==> src/rtl/alu_pkg.sv <==
// Shared definitions for the RV32M divide/remainder sequencer: op encodings,
// FSM state type and default datapath width.
package alu_pkg;

  localparam int unsigned XLEN_DEFAULT = 32;

  localparam logic [1:0] DIV_OP_DIV  = 2'b00;
  localparam logic [1:0] DIV_OP_DIVU = 2'b01;
  localparam logic [1:0] DIV_OP_REM  = 2'b10;
  localparam logic [1:0] DIV_OP_REMU = 2'b11;

  typedef enum logic [2:0] {
    StIdle,
    StPrep,
    StCalc,
    StFix,
    StDone
  } div_state_t;

endpackage

==> src/rtl/div_step.sv <==
// One restoring-division iteration: XLEN+1-bit trial subtract of |b| from the
// partial remainder shifted left by one quotient bit.
module div_step #(
  parameter int unsigned XLEN = 32
) (
  input  logic [XLEN-1:0] rem,
  input  logic [XLEN-1:0] quo,
  input  logic [XLEN-1:0] babs,
  output logic [XLEN-1:0] rem_next,
  output logic [XLEN-1:0] quo_next,
  output logic            qbit
);

  logic [XLEN:0] shifted;
  logic [XLEN:0] trial;

  always_comb begin
    shifted  = {rem, quo[XLEN-1]};
    trial    = shifted - {1'b0, babs};
    qbit     = ~trial[XLEN];
    rem_next = qbit ? trial[XLEN-1:0] : shifted[XLEN-1:0];
    quo_next = {quo[XLEN-2:0], qbit};
  end

endmodule

==> src/rtl/alu_div_sequencer.sv <==
// Multi-cycle DIV/DIVU/REM/REMU unit with start/busy/done handshake.
// Sign conditioning and special cases live here; the bit loop is in div_step.
module alu_div_sequencer
  import alu_pkg::*;
#(
  parameter int unsigned XLEN = XLEN_DEFAULT
) (
  input  logic            clk,
  input  logic            rst,
  input  logic            start,
  input  logic [1:0]      op,
  input  logic [XLEN-1:0] a,
  input  logic [XLEN-1:0] b,
  input  logic            flush,
  output logic            busy,
  output logic            done,
  output logic [XLEN-1:0] result
);

  localparam int unsigned CW = $clog2(XLEN) + 1;

  div_state_t      state_q, state_d;
  logic [1:0]      op_q, op_d;
  logic [XLEN-1:0] a_q, a_d;
  logic [XLEN-1:0] b_q, b_d;
  logic [XLEN-1:0] rem_q, rem_d;
  logic [XLEN-1:0] quo_q, quo_d;
  logic [XLEN-1:0] babs_q, babs_d;
  logic [XLEN-1:0] result_q, result_d;
  logic [CW-1:0]   cnt_q, cnt_d;
  logic            q_neg_q, q_neg_d;
  logic            r_neg_q, r_neg_d;

  logic            is_signed, is_rem;
  logic            a_neg, b_neg, overflow;
  logic [XLEN-1:0] a_abs, b_abs;
  logic [XLEN-1:0] step_rem, step_quo;
  logic            step_qbit;

  div_step #(
    .XLEN(XLEN)
  ) u_div_step (
    .rem      (rem_q),
    .quo      (quo_q),
    .babs     (babs_q),
    .rem_next (step_rem),
    .quo_next (step_quo),
    .qbit     (step_qbit)
  );

  always_comb begin
    is_signed = ~op_q[0];
    is_rem    = op_q[1];
    a_neg     = is_signed & a_q[XLEN-1];
    b_neg     = is_signed & b_q[XLEN-1];
    a_abs     = a_neg ? -a_q : a_q;
    b_abs     = b_neg ? -b_q : b_q;
    // Most-negative / -1 would overflow the magnitude path.
    overflow  = is_signed && (a_q == {1'b1, {(XLEN-1){1'b0}}}) && (&b_q);
  end

  always_comb begin
    state_d  = state_q;
    op_d     = op_q;
    a_d      = a_q;
    b_d      = b_q;
    rem_d    = rem_q;
    quo_d    = quo_q;
    babs_d   = babs_q;
    result_d = result_q;
    cnt_d    = cnt_q;
    q_neg_d  = q_neg_q;
    r_neg_d  = r_neg_q;

    unique case (state_q)
      StIdle: begin
        if (start && !flush) begin
          state_d = StPrep;
          op_d    = op;
          a_d     = a;
          b_d     = b;
        end
      end
      StPrep: begin
        if (flush) begin
          state_d = StIdle;
        end else if (b_q == '0) begin
          result_d = is_rem ? a_q : '1;
          state_d  = StDone;
        end else if (overflow) begin
          result_d = is_rem ? '0 : a_q;
          state_d  = StDone;
        end else begin
          rem_d   = '0;
          quo_d   = a_abs;
          babs_d  = b_abs;
          cnt_d   = CW'(XLEN);
          q_neg_d = a_neg ^ b_neg;
          r_neg_d = a_neg;
          state_d = StCalc;
        end
      end
      StCalc: begin
        if (flush) begin
          state_d = StIdle;
        end else begin
          rem_d = step_rem;
          quo_d = {step_quo[XLEN-1:1], step_qbit | step_quo[0]};
          cnt_d = cnt_q - 1'b1;
          if (cnt_q == CW'(1)) begin
            state_d = StFix;
          end
        end
      end
      StFix: begin
        if (flush) begin
          state_d = StIdle;
        end else begin
          if (is_rem) begin
            result_d = r_neg_q ? -rem_q : rem_q;
          end else begin
            result_d = q_neg_q ? -quo_q : quo_q;
          end
          state_d = StDone;
        end
      end
      StDone: begin
        state_d = StIdle;
      end
      default: begin
        state_d = StIdle;
      end
    endcase
  end

  always_ff @(posedge clk) begin
    if (rst) begin
      state_q  <= StIdle;
      op_q     <= '0;
      a_q      <= '0;
      b_q      <= '0;
      rem_q    <= '0;
      quo_q    <= '0;
      babs_q   <= '0;
      result_q <= '0;
      cnt_q    <= '0;
      q_neg_q  <= 1'b0;
      r_neg_q  <= 1'b0;
    end else begin
      state_q  <= state_d;
      op_q     <= op_d;
      a_q      <= a_d;
      b_q      <= b_d;
      rem_q    <= rem_d;
      quo_q    <= quo_d;
      babs_q   <= babs_d;
      result_q <= result_d;
      cnt_q    <= cnt_d;
      q_neg_q  <= q_neg_d;
      r_neg_q  <= r_neg_d;
    end
  end

  assign busy   = (state_q != StIdle);
  assign done   = (state_q == StDone);
  assign result = result_q;

endmodule

==> config.mk <==
export PLATFORM = sky130hd
export DESIGN_NAME = alu_div_sequencer
export DESIGN_NICKNAME = d
export VERILOG_FILES = /design/src/rtl/alu_pkg.sv /design/src/rtl/div_step.sv /design/src/rtl/alu_div_sequencer.sv
export SDC_FILE = /design/constraint.sdc
export NUM_CORES = 1
export LEC_CHECK = 0
export CAP_MARGIN = 10
export CORE_MARGIN = 1.5
export CORE_UTILIZATION = 38
export DETAILED_ROUTE_END_ITERATION = 10
export PLACE_DENSITY = 0.62
export SYNTH_ARGS = -nofsm -noshare
export SYNTH_HDL_FRONTEND = slang
export SYNTH_SLANG_ARGS = --single-unit
export TNS_END_PERCENT = 5
==> constraint.sdc <==
create_clock -name clk -period 3.7 [get_ports clk]
set_input_delay 0.555 -clock clk [delete_from_list [all_inputs] [get_ports clk]]
set_output_delay 0.555 -clock clk [all_outputs]
set_load 0.03 [all_outputs]
---- After elaboration in Yosys (flattened, before gate mapping) ----
Cells that the tools add are included.
cells by class
  equality and inequality tests ........... 14
  $lt $le $gt $ge ......................... 0
  bitwise gates (word level) .............. 8
  add/sub/neg operators ................... 6
  divide/modulo/power cells ............... 0
  $mul .................................... 0
  shift operators ......................... 0
  multiplexer cells ....................... 36
  reduce and logical (&&, ||, !) cells .... 15
operators with widths
  cell                                                                    number
  32-bit two-way mux                                                      20
  32-bit one-hot mux with 2 select lines                                  3
  32-bit negator                                                          4
  33-bit by 32-bit subtractor with 33-bit output                          1
  32-bit equality test (second input constant)                            1
  32-bit logical NOT                                                      1
  32-bit AND reduction                                                    1
  6-bit two-way mux                                                       4
  3-bit two-way mux                                                       7
  2-bit inequality test (second input constant)                           6
  3-bit one-hot mux with 4 select lines                                   1
  6-bit one-hot mux with 2 select lines                                   1
  4-bit AND reduction                                                     2
  3-bit by 2-bit equality test with 1-bit output (second input constant)  2
  6-bit by 1-bit equality test with 1-bit output (second input constant)  1
  3-bit inequality test (second input constant)                           2
  6-bit by 1-bit subtractor with 6-bit output (second input constant)     1
  1-bit NOT                                                               5
  5-bit AND reduction                                                     1
  2-bit AND reduction                                                     2
  2-bit nonzero test                                                      2
  3-bit by 1-bit equality test with 1-bit output (second input constant)  1
  3-bit equality test (second input constant)                             1
  1-bit logical AND                                                       3
  other kinds (5)                                                         6
storage, ports and cells
  bits in latches ......................... 0
  memories ................................ 0
  word-level logic and storage cells ...... 90
  output and inout bits ................... 34
  RAM bits ................................ 0
  bits in read-only memories .............. 0
  register bits after elaboration ......... 205

---- Depth between registers and ports, before layout ----
  depth after elaboration ................. 7
  depth in mapped cells ................... 13
  mapped depth without buffers ............ 12

---- Cells and area by module ----
From an unflattened synthesis, not the netlist that was laid out.
second synthesis, totals
  cell total of the unflattened synthesis .. 1844
  area total of the unflattened synthesis .. 13828.3 um^2
modules (own cells, without submodules)
  module             seq. area each (um^2)  area an instance (um^2)  times used  cells each
  alu_div_sequencer  4103.9                 11229.5                  1           1507
  div_step           0.0                    2598.7                   1           337

---- Worst setup path before layout ----
Ideal clock, no wire load.
  path type ............................... register -> register
  from .................................... register quo_q[31]
  to ...................................... register rem_q[11]
  path buffers ............................ 1
  slack ................................... 0.543 ns
  library setup time ...................... 0.128 ns
  arrival time ............................ 3.030 ns
  clock period less this slack ............ 3.157 ns
  cell stages (with the launch flop) ...... 14
  cells stage by stage .................... dfxtp_1 > inv_1 > ha_1 > fa_1 > and2b_1 > o31ai_1 > and3_1 > o31a_1 > a2111oi_4 > nor4_2 > nor3_4 > buf_6 > mux2i_1 > o21ai_1
between the ends
  longest elaborated chain between the ends .. 4
ends and longest elaborated chain
  element                                         line                      source
  start: declaration                              alu_div_sequencer.sv:27   logic [XLEN-1:0] quo_q, quo_d;
  start signal: assignment                        alu_div_sequencer.sv:155  quo_q <= quo_d;
  33-bit by 32-bit subtractor with 33-bit output  div_step.sv:19            trial = shifted - {1'b0, babs};
  32-bit two-way mux                              div_step.sv:21            rem_next = qbit ? trial[XLEN-1:0] : shifted[XLEN-1:0];
  32-bit two-way mux                              alu_div_sequencer.sv:104  if (flush) begin
  32-bit one-hot mux with 2 select lines          alu_div_sequencer.sv:75   unique case (state_q)
  end signal: assignment                          alu_div_sequencer.sv:154  rem_q <= rem_d;
  end: declaration                                alu_div_sequencer.sv:26   logic [XLEN-1:0] rem_q, rem_d;
Every way passes these cells. The select of a mux whose other input is x is not followed.
A chain may end at the register's enable or synchronous reset.

---- Worst setup path after layout ----
  from .................................... register rem_q[26]
  to ...................................... register rem_q[1]
between the ends
  longest elaborated chain between the ends .. 4
ends and longest elaborated chain
  element                                         line
  33-bit by 32-bit subtractor with 33-bit output  div_step.sv:19
  32-bit two-way mux                              div_step.sv:21
  32-bit two-way mux                              alu_div_sequencer.sv:104
  32-bit one-hot mux with 2 select lines          alu_div_sequencer.sv:75
Every way passes these cells. The select of a mux whose other input is x is not followed.

==> metrics <==
Area Overhead vs Synth=19.8%; commonest non-fill, non-tap cells in the layout=nand2_1 (249), dfxtp_1 (205), nor2_1 (173); min Tclk post-route=3.53 ns; Total Power=6.23 mW; hold depth=2; antenna violations before repair=1; Row Count=67; Total Routing Usage GR=22.1%; startpoint types=flip-flop; Clock Skew=roughly 0.025 ns; unrepaired setup endpoints after global routing=no; Async SR Flop Fraction=0%; CTS Hold Bufs=0; vias post-DR=12386; number of max-cap violations=0; CTS tree=done; area share of the leading cell type in the synthesized netlist=31.6%; Worst path max stage delay=0.50 ns; synthesized net count=1802; PD cells=roughly 400 nW/um^2; RR Endpoint=rem_q[1]; Sw Share=between 20 and 30%; clk_lat worst skew=0.55 ns; top post-synthesis cells by area=dfxtp_1 (32%), nand2_1 (7.2%), a21oi_1 (6.0%), xor2_1 (5.1%), nor2_1 (5.0%); Cells after Synth=1692; CTS Buf Count=25; Crit path arrival time=4.00 ns; CTS sink cnt=about 210; post-route DRC violation count=0; number of global-route vias before repair=11356; met3 usage in global routing=3.26%; final hold vios=0; critical path class=reg2reg; first-pass GRT wire length=~63000 um; worst hold slack=0.456 ns; Leak=5.90 nW; H-tree depth=1; cell repeated most along the worst path=o21ai_0; Final Wtd Congestion=between 0.9 and 1; commonest non-fill, non-tap cell in the layout=nand2_1; share of cells above drive strength 1=7.72%; M1 GR Usage=32.7%; FF+latch count, synth=205; Final ANT Viol Nets=0; CTS clk-pin slew, worst paths=0.07 ns; number of buffers added for setup after CTS=0; Max Freq=283 MHz; Crit path required time=4.17 ns; per-cell routed wire length=approximately 18 um; P_sw=1.83 mW; Starting Density=38.7%; Worst R2R Start=rem_q[26]; final-report max-slew violation count=0; routing usage on met2=33.1%; final setup fails=0; Synth Flop Type=dfxtp_1; WHS Endpoint=babs_q[31]; Cell Chain, Critical Path=ha_1 > nand2_1 > o21ai_0 > a21oi_1 > o21ai_0 > nor3_1 > a211o_1 > nor3_4 > buf_12 > mux2_2 > o21ai_1; Yosys cell types=78; HP Start=babs_q[31]; Die X=188 um; post-DP HPWL=30000 um; Rel. slew slack=30.4%; pin count of the biggest net entering global routing=114; CTS root buf=clkbuf_16; fin cells=approximately 2200; Final TNS setup=0 ns; Slew @ Worst Pin=between 1 and 1.5 ns; Buffers on Ports=103; count of cells resized by post-cts repair=0; setup slack, reg-to-reg=approximately 0.17 ns; r2r worst-path depth=11; post-synth design cell area=13000 sq um; Synth Warn #=0; drt pass-1 iters=6; fin crit share=95.4%; CP endpoint kind=flip-flop; leading area contributor after synthesis=dfxtp_1; status=completed; GRT Residual Overflow=0; Ant. Diodes=0; Worst VDD drop=0.000266 V; GR peak layer=met2; total wire length=roughly 40000 um; Post-synth EDFFs=0; Pint=4.40 mW; Die Y=approximately 190 um; Net count, final=about 1900; delay-heaviest family, CP=compound AO/OA/AOI/OAI gates; DRT iter0 DRCs=920; Synth Area per Inst=between 7 and 8 sq um; clock network power share=41.8%; Die Area=35300 sq um; Seq pwr share=37.8%; crit-path max FO=24; Core Region=between 30000 and 40000 sq um; Ports=104; drt via density=5.54; CTS max path bufs=3; Hold Path Class=reg2reg; CP max-delay cell=o21ai_0; dpl cells=2190; sequential-to-total area share from yosys stat=31.6%; Logic pwr share=between 20% and 30%; Crit path buffers/inverters=1
==> metrics by stage <==
stage                     area (sq um)  setup WS, ns  util [%]
after detailed placement         14700         0.179      43.7
after floorplan                  13000         0.543         -
after global routing             15600        0.0215      46.3
after CTS                        15600         0.160      46.3
final                            15600         0.170      46.3
after global placement           14700         0.189      43.7
==> worst register-to-register path, delay by kind of cell, from the launching register on <==
family | cells | cell delay (ns)
and+or+nand+nor | 3 | 0.65
AOI/OAI and AO/OA | 5 | 1.34
DFF | 1 | 0.39
adders and majority gates | 1 | 0.45
buffers and inverters | 1 | 0.26
muxes | 1 | 0.37
==> registers in the layout, summed over array words and instances, names as in the netlist <==
name     count
b_q         32
q_neg_q      1
state_q      3
cnt_q        6
r_neg_q      1
quo_q       32
result      32
babs_q      32
op_q         2
a_q         32
rem_q       32
==> power groups by stage <==
stage	combinational (mW)	sequential [mW]	clock (mW)
after CTS	1.26	2.35	2.66
final	1.27	2.36	2.61
after detailed placement	1.26	2.40	0
after global routing	1.39	2.36	2.75
after global placement	1.25	2.40	0
after floorplan	0.906	2.37	0
==> routing by layer <==
metal	share of wire (%)	vias to the layer above
li1	-	6192
met2	42	366
met4	2.1	0
met5	0	-
met1	49	5781
met3	6.6	47
==> synth_stat cells, drive strengths merged (17+ instances only) <==
library cell,instances
xor2,75
nand2,249
nor3,42
ha,39
nor2,174
o31ai,30
buf,27
o41ai,17
dfxtp,205
clkbuf,85
maj3,24
a21oi,157
nor4,22
inv,57
mux2i,24
o21ai,88
a211oi,79
xnor2,72
or4,18
==> cells by family (layout without fill, tap and decap cells) <==
group	Yosys count	count (layout)	synth area share (%)
muxes	27	27	2.11
and+or+nand+nor	608	608	21.7
DFF	205	205	31.6
AOI/OAI and AO/OA	471	471	23.7
buffers and inverters	170	266	5.27
xor gates and xnor gates	147	147	9.90
adders and majority gates	64	64	5.75
==> final cells by class <==
class	count	area [sq um]
multi-input cells	1317	8230
inverters	58	218
clock inverters	16	201
well taps	448	561
flip-flops and latches	205	4100
clock buffers	30	674
fillers	3329	18000
repair buffers	162	1580
==> worst max-delay path by stage <==
stage                     cells past startpoint   endpoint      start
final                                        11   rem_q[1]  rem_q[26]
after detailed placement                     13   rem_q[1]  quo_q[31]
after CTS                                    13   rem_q[1]  quo_q[31]
after floorplan                              13  rem_q[11]  quo_q[31]
after global placement                       13   rem_q[0]  quo_q[31]
after global routing                         14  rem_q[26]  quo_q[31]
No activity file was read; power rests on OpenSTA's default activity.
